[src/rtl/divider_pkg.sv]
// divider_pkg: shared types and constants for the restoring divider.
// Imported by the control FSM and by anything that decodes its strobes.
package divider_pkg;

  typedef enum logic [2:0] {
    IDLE,
    LOAD,
    SHIFT,
    SUB,
    TEST,
    DONE
  } state_t;

  localparam logic ALU_SUB = 1'b0;
  localparam logic ALU_ADD = 1'b1;

  localparam int DIV_N = 16;

endpackage

[src/rtl/divider_ctrl.sv]
// divider_ctrl: sequencing FSM for a restoring-division datapath.
// Drives load/shift/alu strobes and a start/busy/done handshake.
module divider_ctrl
  import divider_pkg::*;
#(
  parameter int N     = DIV_N,
  parameter int CNT_W = 5
) (
  input  logic clk,
  input  logic rst_n,
  input  logic start,
  input  logic divisor_zero,
  input  logic a_msb,
  output logic clr_a,
  output logic ld_q,
  output logic ld_m,
  output logic shl_aq,
  output logic ld_a,
  output logic alu_op,
  output logic set_q0,
  output logic q0_val,
  output logic busy,
  output logic done,
  output logic div_by_zero
);

  state_t           state;
  logic [CNT_W-1:0] count;
  logic             dz;
  logic             ld_a_r;
  logic             in_test;

  // TEST is the only state whose strobes follow a_msb combinationally.
  assign ld_a   = ld_a_r | (in_test & a_msb);
  assign alu_op = (in_test && a_msb) ? ALU_ADD : ALU_SUB;
  assign q0_val = in_test & ~a_msb;

  always_ff @(posedge clk or negedge rst_n) begin
    if (!rst_n) begin
      state       <= IDLE;
      count       <= '0;
      dz          <= 1'b0;
      clr_a       <= 1'b0;
      ld_q        <= 1'b0;
      ld_m        <= 1'b0;
      shl_aq      <= 1'b0;
      ld_a_r      <= 1'b0;
      set_q0      <= 1'b0;
      in_test     <= 1'b0;
      busy        <= 1'b0;
      done        <= 1'b0;
      div_by_zero <= 1'b0;
    end else begin
      clr_a   <= 1'b0;
      ld_q    <= 1'b0;
      ld_m    <= 1'b0;
      shl_aq  <= 1'b0;
      ld_a_r  <= 1'b0;
      set_q0  <= 1'b0;
      in_test <= 1'b0;
      done    <= 1'b0;
      unique case (state)
        IDLE: begin
          if (start) begin
            state       <= LOAD;
            dz          <= divisor_zero;
            div_by_zero <= 1'b0;
            busy        <= 1'b1;
            clr_a       <= 1'b1;
            ld_q        <= 1'b1;
            ld_m        <= 1'b1;
          end
        end
        LOAD: begin
          if (dz) begin
            // Skip the loop so count is already 0 back in IDLE.
            count       <= '0;
            state       <= DONE;
            done        <= 1'b1;
            div_by_zero <= 1'b1;
          end else begin
            count  <= CNT_W'(N);
            state  <= SHIFT;
            shl_aq <= 1'b1;
          end
        end
        SHIFT: begin
          state  <= SUB;
          ld_a_r <= 1'b1;
        end
        SUB: begin
          state   <= TEST;
          set_q0  <= 1'b1;
          in_test <= 1'b1;
        end
        TEST: begin
          count <= count - CNT_W'(1);
          if (count == CNT_W'(1)) begin
            state <= DONE;
            done  <= 1'b1;
          end else begin
            state  <= SHIFT;
            shl_aq <= 1'b1;
          end
        end
        DONE: begin
          state <= IDLE;
          busy  <= 1'b0;
          count <= '0;
        end
        default: begin
          state <= IDLE;
          busy  <= 1'b0;
          count <= '0;
        end
      endcase
    end
  end

endmodule

[config.mk]
export PLATFORM = sky130hd
export DESIGN_NAME = divider_ctrl
export DESIGN_NICKNAME = d
export VERILOG_FILES = /design/src/rtl/divider_pkg.sv /design/src/rtl/divider_ctrl.sv
export SDC_FILE = /design/constraint.sdc
export NUM_CORES = 1
export LEC_CHECK = 0
export CAP_MARGIN = 20
export CORE_UTILIZATION = 47
export CTS_BUF_LIST = sky130_fd_sc_hd__clkbuf_8
export DETAILED_ROUTE_END_ITERATION = 8
export PLACE_DENSITY = 0.76
export SYNTH_ARGS = -nofsm -noshare
export SYNTH_HDL_FRONTEND = slang
export SYNTH_SLANG_ARGS = --single-unit
[constraint.sdc]
create_clock -name clk -period 1.2 [get_ports clk]
set_clock_uncertainty 0.1 [all_clocks]
set_input_delay 0.24 -clock clk [delete_from_list [all_inputs] [get_ports clk]]
set_output_delay 0.24 -clock clk [all_outputs]
set_load 0.05 [all_outputs]
After elaboration in Yosys (flattened, before gate mapping)
Cells that the tools add are included.
{"block": "totals", "regBits": 16, "latchBits": 0, "ramBits": 0, "mem_bits_ro": 0, "inputBits": 5, "out_inout_bits": 11, "wordCells": 53, "n_memories": 0}
{"block": "op_classes", "n_addsub": 1, "n_mul": 0, "div_mod_pow": 0, "order_cmp": 0, "eq_ne": 7, "n_shift": 0, "muxes": 22, "bitwise": 5, "reduce_logical": 8}
{"cell": "$pmux 3 s5", "n": 1}
{"cell": "$pmux 5 s3", "n": 1}
{"cell": "$mux 1", "n": 12}
{"cell": "$mux 3", "n": 3}
{"cell": "$pmux 1 s2", "n": 4}
{"cell": "$eq 3x2->1 const B", "n": 2}
{"cell": "$eq 5x1->1 const B", "n": 1}
{"cell": "$mux 5", "n": 1}
{"cell": "$sub 5x1->5 const B", "n": 1}
{"cell": "$ne 2x2->1 const B", "n": 2}
{"cell": "$reduce_and 2->1", "n": 2}
{"cell": "$reduce_or 4->1", "n": 1}
{"cell": "$eq 3x1->1 const B", "n": 1}
{"cell": "$eq 3x3->1 const B", "n": 1}
{"cell": "$logic_not 3->1", "n": 1}
{"cell": "$reduce_and 3->1", "n": 1}
{"cell": "$reduce_or 3->1", "n": 1}
{"cell": "$and 1x1->1", "n": 2}
{"cell": "$not 1->1", "n": 2}
{"cell": "$reduce_bool 2->1", "n": 1}
{"cell": "$logic_and 1x1->1", "n": 1}
{"cell": "$or 1x1->1", "n": 1}

Longest topological paths before layout
Gate-level depths: netlist of the first run.
{"block": "depth", "ltp_word": 4, "ltp_mapped": 5, "ltp_nobuf": 5}

Worst setup path before layout of the first run
No wires, ideal clock.
{"block": "synth_path", "path_type": "register -> output", "from": "register in_test", "to": "output port ld_a", "arrival_ps": 1488, "required_ps": 860, "slack_ps": -628, "stages_incl_launch_ff": 3, "path_buffers": 0, "path_cell_list": "dfrtp_1 > and2_1 > or2_2"}
{"block": "synth_between", "elab_chain_len": 2}
{"item": "from (decl)", "line_no": "divider_ctrl.sv:31", "rtl": "logic in_test;"}
{"item": "from (signal assigned)", "line_no": "divider_ctrl.sv:49", "rtl": "in_test <= 1'b0;"}
{"item": "from (signal assigned)", "line_no": "divider_ctrl.sv:60", "rtl": "in_test <= 1'b0;"}
{"item": "from (signal assigned)", "line_no": "divider_ctrl.sv:94", "rtl": "in_test <= 1'b1;"}
{"item": "$and 1x1->1", "line_no": "divider_ctrl.sv:34", "rtl": "assign ld_a = ld_a_r | (in_test & a_msb);"}
{"item": "$or 1x1->1", "line_no": "divider_ctrl.sv:34"}
{"item": "to (decl)", "line_no": "divider_ctrl.sv:18", "rtl": "output logic ld_a,"}
Every way passes these cells.

Worst setup path in the final report of the first run
Ends and elaborated chain as after synthesis.

==> run summary, run 1 <==
• 5.63 — number of vias per cell
• 817 — detailed-route via count
• 1 — # H-tree levels
• 79.6% — synthesis-to-finish area growth
• 205 ps — Fin Hold WS
• 0 — final count of hold timing violations
• in_test — start point of the critical path
• 15 — number of rows in the core area
• 0 — final max-slew violation count
• and2_4 > or2_4 > buf_12 — critical path cell sequence
• yes — TritonCTS clock tree
• 15 — # port buffers
• 3050 nW/µm² — Cell Pwr Density
• 35 — number of library cell types mapped by synthesis
• -367 ps — worst setup timing slack at the placement stage
• 49.6% — starting utilization of the core area
• 5 — worst reg-to-reg path cell count
• sky130_fd_sc_hd__dfrtp_1 — most area-hungry cell type in the Yosys netlist
• 44.7 µm — die boundary width
• setup timing — violated checks
• 860 ps — CP required
• 5 — max reg flops
• 24.0% — Seq pwr share
• register — category of the worst setup path launch point
• sky130_fd_sc_hd__clkbuf_8 — buffer cell driving the clock tree root
• 390 ps — delay of the slowest cell on the worst path
• 46.7% — area share of the largest cell type after synthesis
• 0.671 nW — total leakage power
• 125% — final period utilization
• in -> async — class of the worst hold path
• 70 ps — clock transition time at the flip-flop clock pins of the worst setup and hold paths
• 2.65 mW — cell-internal power
• 0 — Max-cap violations
• output port — Setup crit end kind
• sky130_fd_sc_hd__dfrtp_1 — Main synth FF type
• count — top register by number of flip-flops
• 260 ps — Skew-Pair Late Insertion Delay
• 0 — Antenna Violating Nets Remaining
• 16 — io pins
• 16 — number of flip-flops and latches in the synthesized netlist
• 1730 µm² — floorplan core area
• 100% — share of flip-flops with an asynchronous set or reset after synthesis
• count: 5 flops, state: 3 flops — registers with the highest flip-flop counts
• 0 — remaining global-route overflow
• 10.5 µm² — average cell area after synthesis
• 46.7% — post-synthesis sequential area ratio
• 19 — final number of setup-violating endpoints
• 3 — number of buffers created by CTS
• 0 — DRC violation count after routing
• 0.814 — Final GP Congestion
• 82 — Post-Synthesis Cells
• 0 — Antenna Cells
• sky130_fd_sc_hd__dfrtp_2 — cell type of the slowest stage on the worst timing path
• 65.8% — fraction of final layout cells sized beyond drive strength 1
• -300 ps — Setup WS post-layout
• 1390 µm — total half-perimeter wirelength after legalization and detailed placement
• 28.2% — overall global routing resource usage
• 77.1% — Max transition margin
• count[1] — Critical R2R Launch
• 801 — via count of the first global-routing pass
• sky130_fd_sc_hd__dfrtp_1 47%, sky130_fd_sc_hd__nand2b_1 3.6%, sky130_fd_sc_hd__ha_1 2.9% — largest cells by area after synthesis
• 18 — violation count after the first detailed-routing iteration
• 0 — warnings from Yosys
• 9.0% — fraction of power consumed by the clock network
• 16 x sky130_fd_sc_hd__dfrtp_1, 6 x sky130_fd_sc_hd__nand2_1, 6 x sky130_fd_sc_hd__nor2_1 — commonest cells in the synthesized netlist
• 2 — crit path max fanout
• 18.6 µm — post-detailed-route wirelength per cell
• 2700 µm — Routed WL
• 89 — nets in the synthesized netlist
• -2520 ps — summed negative setup slack over all endpoints
• flip-flops — family with the most delay on the worst path
• 2 — number of buffers between clock root and the deepest sink
• 44.7 µm — overall die height
• state[2] — endpoint of the worst-slack reg-to-reg timing path
• 0 — EDFF count, synth
• 857 µm² — cell area after synthesis
• sky130_fd_sc_hd__dfrtp_1 — library cell with the highest instance count after synthesis
• 43.5% — switching share of total power
• 16 — clk sink count
• 4 — number of search-and-repair iterations in the first detailed-routing pass
• complete, but fails checks — outcome
• 1500 ps — shortest period the worst path allows
• 128 — number of nets in the final layout
• 0 — number of antenna violations at the first check in global routing
• -240 ps — minimum setup slack among reg-to-reg paths
• ld_a — Worst setup endpoint
• 2000 µm² — die area
• 666 MHz — timing-limited maximum frequency
• reg -> out — worst setup path category
• 17 — maximum number of pins on one net before global-route repair
• 67.0% — combinational group share of total power
• 1160 ps — crit path DAT
• 3800 µm — global-route wire length before repair
• 3 — WP depth
• true — RSZ-0062 raised after global routing
• 2.04 mW — net load switching power
• 2.04 mV — VDD IR-drop max
• 4.70 mW — post-route total power
• 1 — number of buffers and inverters on the critical path
• 340 ps — actual transition at the worst max-transition pin
[layout by cell type, fill, tap and decap left out, drive strengths merged, types with 2 or more instances in the layout]
cell and n:
a21oi 2, and2 2, buf 36, clkbuf 3, clkdlybuf4s50 3, dfrtp 16, ha 2, inv 4
mux2 2, nand2 6, nand2b 5, nand3 3, nor2 7, nor2b 2, nor4b 2, o21ai 7
o22a 2, o22ai 3
[per-stage QoR]
step	utilization [%]	area [µm²]	std cells
3_5_place_dp	72.8	1260	134
6_report	89.1	1540	145
2_1_floorplan	-	881	82
4_1_cts	84.1	1450	143
3_3_place_gp	72.8	1260	134
5_1_grt	89.1	1540	145
[cells by family after synthesis]
family | synth area share, %
compound gates | 17.2
flops | 46.7
simple gates | 23.4
mux | 2.63
fa+ha+maj | 2.92
buf+inv | 7.15
[area by class of cell]
cell class                 instances  area (µm²)
multi-input combinational         57         554
timing repair buffer              40         488
sequential                        16         409
fill                              70         188
clock buffer                       3        41.3
tap                               25        31.3
inverter                           3        11.3
clock inverter                     1        3.75
[power groups by stage]
stage / combinational [mW] / sequential (mW) / clock (mW)
2_1_floorplan: 1.17 / 1.24 / 0
3_3_place_gp: 2.27 / 1.05 / 0
3_5_place_dp: 2.34 / 1.07 / 0
4_1_cts: 2.73 / 1.08 / 0.415
5_1_grt: 3.26 / 1.15 / 0.443
6_report: 3.15 / 1.13 / 0.422
[timing repair]
action / CTS / global route
gates cloned: 0 / 0
pin swaps: 12 / 6
endpoints found under the setup margin: 21 / 21
setup buffers: 5 / 2
hold buffers: 0 / 0
gates resized for setup: 29 / 18
[metal layers]
layer	GRT usage, %	vias up	routed length, µm
met5	0	-	0
met4	18.2	0	166
met3	4.40	14	163
met1	32.4	400	1020
met2	48.8	39	1350
li1	-	364	-
[worst min-delay path by stage]
stage / slack, ps / from / end
4_1_cts: 220 / rst_n / done
3_5_place_dp: 370 / state[0] / ld_m
2_1_floorplan: -160 / rst_n / busy
3_3_place_gp: 350 / state[0] / ld_m
5_1_grt: 230 / rst_n / busy
6_report: 210 / rst_n / done
(Power assumes the default switching activity.)
==> run 2, diff against run 1 <==
--- a/config.mk
+++ b/config.mk
@@ -5,8 +5,9 @@
 export SDC_FILE = /design/constraint.sdc
 export NUM_CORES = 1
 export LEC_CHECK = 0
+export ABC_AREA = 1
 export CAP_MARGIN = 20
-export CORE_UTILIZATION = 47
+export CORE_UTILIZATION = 46
 export CTS_BUF_LIST = sky130_fd_sc_hd__clkbuf_8
 export DETAILED_ROUTE_END_ITERATION = 8
 export PLACE_DENSITY = 0.76
==> run 2 against run 1 <==
  * The flow still finishes with violations (setup timing)
  * Sequential power shrank 11%
  * Die area down 7.1%
  * First-iteration DRC count unchanged
  * Final cell count fell by 9.7%
  * Critical path type unchanged
  * Highest routed layer unchanged
==> run summary, run 2 <==
• complete, but fails checks — outcome
• setup timing — violated checks
• 56.5% — fraction of final layout cells sized beyond drive strength 1
• 0 — EDFF count, synth
• 120 — Post-Place Cells
• 51.5% — post-synthesis sequential area ratio
• 3 — number of buffers created by CTS
• 84.0% — Max transition margin
• 0 — DRC violation count after routing
• sky130_fd_sc_hd__dfrtp_1 — most area-hungry cell type in the Yosys netlist
• 1.96 mV — VDD IR-drop max
• sky130_fd_sc_hd__clkbuf_8 — buffer cell driving the clock tree root
• sky130_fd_sc_hd__dfrtp_1 — Main synth FF type
• register — category of the worst setup path launch point
• 73.3% — synthesis-to-finish area growth
• 860 ps — CP required
• 736 — detailed-route via count
• 1130 µm — total half-perimeter wirelength after legalization and detailed placement
• 0 — remaining global-route overflow
• 1140 ps — crit path DAT
• 2970 µm — global-route wire length before repair
• 17.4 µm — post-detailed-route wirelength per cell
• 0 — final max-slew violation count
• 415 µm² — area of the multi-input gates
• 16 — clk sink count
• 25 — number of library cell types mapped by synthesis
• 15 — final number of setup-violating endpoints
• 407 µm² — register area
• 43.1 µm — die boundary width
• 9.03 µm² — average cell area after synthesis
• 60 ps — clock transition time at the flip-flop clock pins of the worst setup and hold paths
• 2280 µm — Routed WL
• reg -> out — worst setup path category
• 16 x sky130_fd_sc_hd__dfrtp_1, 15 x sky130_fd_sc_hd__nand2_1, 12 x sky130_fd_sc_hd__inv_1 — commonest cells in the synthesized netlist
• 677 MHz — timing-limited maximum frequency
• 5.62 — number of vias per cell
• 86 — Post-Synthesis Cells
• count — top register by number of flip-flops
• 4.16 mW — post-route total power
• 0 — final count of hold timing violations
• 1860 µm² — die area
• 681 — via count of the first global-routing pass
• 22.3% — overall global routing resource usage
• 0 — Antenna Violating Nets Remaining
• 0 — number of antenna violations at the first check in global routing
• 1.89 mW — net load switching power
• 131 — Post-Layout Cell Count
• 1480 ps — shortest period the worst path allows
• yes — TritonCTS clock tree
• sky130_fd_sc_hd__dfrtp_1 52%, sky130_fd_sc_hd__nand2_1 7.2%, sky130_fd_sc_hd__inv_1 5.8% — largest cells by area after synthesis
• count: 5 flops, state: 3 flops — registers with the highest flip-flop counts
• 24.4% — Seq pwr share
• output port — Setup crit end kind
• 123% — final period utilization
• 777 µm² — cell area after synthesis
• 100% — share of flip-flops with an asynchronous set or reset after synthesis
• 208 ps — Fin Hold WS
• 0 — warnings from Yosys
• 16 — number of flip-flops and latches in the synthesized netlist
• 45.5% — switching share of total power
• in -> async — class of the worst hold path
• 123 — number of nets in the final layout
• 2 — number of buffers between clock root and the deepest sink
• 15 — # port buffers
• 0.666 nW — total leakage power
• 0 — Max-cap violations
• 1540 µm² — floorplan core area
• 3090 nW/µm² — Cell Pwr Density
• 2.27 mW — cell-internal power
• 51.5% — area share of the largest cell type after synthesis
• 16 — io pins
• -90 ps — minimum setup slack among reg-to-reg paths
• 2 — crit path max fanout
• 11.6% — fraction of power consumed by the clock network
• 43.1 µm — overall die height
• 4 — number of search-and-repair iterations in the first detailed-routing pass
• 0 — Antenna Cells
• 260 ps — Skew-Pair Late Insertion Delay
• true — RSZ-0062 raised after global routing
• -278 ps — Setup WS post-layout
• 0 — count of hold buffers inserted by post-cts repair
• 1 — # H-tree levels
• 240 ps — actual transition at the worst max-transition pin
• 64.0% — combinational group share of total power
• 0.840 — Final GP Congestion
• 93 — nets in the synthesized netlist
• sky130_fd_sc_hd__dfrtp_1 — library cell with the highest instance count after synthesis
• 50.4% — starting utilization of the core area
• 18 — violation count after the first detailed-routing iteration
• 14 — number of rows in the core area
• 70 — final-layout fill cell count
• 5 — max reg flops
• 17 — maximum number of pins on one net before global-route repair
• 12 x sky130_fd_sc_hd__nand2_1, 12 x sky130_fd_sc_hd__buf_12, 11 x sky130_fd_sc_hd__dfrtp_1, 8 x sky130_fd_sc_hd__inv_1, 8 x sky130_fd_sc_hd__buf_4 — commonest cells after routing, fill and taps aside
[run 2: cell count changes in the layout (fill, tap and decap cells not counted), moves of 4 or more]
cell                       previous run  this run
sky130_fd_sc_hd__inv_1                2         8
sky130_fd_sc_hd__buf_6                9         3
sky130_fd_sc_hd__nand2b_4             4         0
sky130_fd_sc_hd__nand2_1              3        12
sky130_fd_sc_hd__buf_4               15         8
[run 2: area by class of cell]
type	count	area share (%)
Timing Repair Buffer	27	27.7
Multi-Input combinational cell	51	30.9
Clock buffer	4	4.09
Sequential cell	16	30.2
Inverter	17	5.67
Tap cell	16	1.49
[run 2: power groups by stage]
stage	Sequential [mW]	Clock, mW	Combinational, mW
global placement	0.964	0	1.92
floorplan	1.17	0	0.985
finish	1.01	0.484	2.66
global route	1.04	0.506	2.79
CTS	0.969	0.477	2.17
detailed placement	0.979	0	1.97
[run 2: worst paths after layout]
| check | endpoint | start | depth (start not counted) |
|---|---|---|---|
| max reg2reg | state[0] | state[0] | 7 |
| max | ld_a | in_test | 4 |
| max in group asynchronous | ld_m | rst_n | 2 |
| min | count[1] | rst_n | 2 |
| min in group clk | count[3] | count[3] | 2 |
| min reg2reg | count[3] | count[3] | 2 |
[run 2: through the flow]
step	utilization [%]	setup WS, ps	cell area, µm²	TNS (ps)
2_1_floorplan	-	-354	792	-441
3_3_place_gp	71.0	-277	1090	-756
3_5_place_dp	71.0	-289	1090	-895
4_1_cts	79.1	-275	1220	-804
5_1_grt	87.3	-303	1350	-1610
6_report	87.3	-278	1350	-1100
[run 2: metal layers]
metal | GRT usage [%] | part of all wire [%] | vias to the layer above
met4 | 12.1 | 3.6 | 0
li1 | - | - | 327
met5 | 0 | 0 | -
met1 | 26.1 | 39 | 371
met3 | 4.26 | 3.7 | 8
met2 | 37.9 | 54 | 30
[run 2: cell families (layout without fill, tap and decap cells)]
kind of cell / after synthesis / count (layout) / share of synthesized area [%]
and+or+nand+nor: 39 / 39 / 26.4
buffers and inverters: 19 / 48 / 10.8
adders and majority gates: 2 / 2 / 3.22
xor gates and xnor gates: 1 / 1 / 1.13
AOI/OAI and AO/OA: 9 / 9 / 6.92
DFF: 16 / 16 / 51.5
[run 2: timing repair]
item                                   in CTS  in global routing
gates resized for setup                    13                 23
endpoints found under the hold margin       0                  0
pin swaps                                   7                  8
setup buffers                               2                  5
setup endpoints to repair                  10                 18
[run 2: worst max-delay path, cell delays in order (launching register included)]
cell and delay (ps):
sky130_fd_sc_hd__dfrtp_2 400, sky130_fd_sc_hd__nand2_1 60, sky130_fd_sc_hd__inv_1 50, sky130_fd_sc_hd__or2_4 230
sky130_fd_sc_hd__buf_12 150
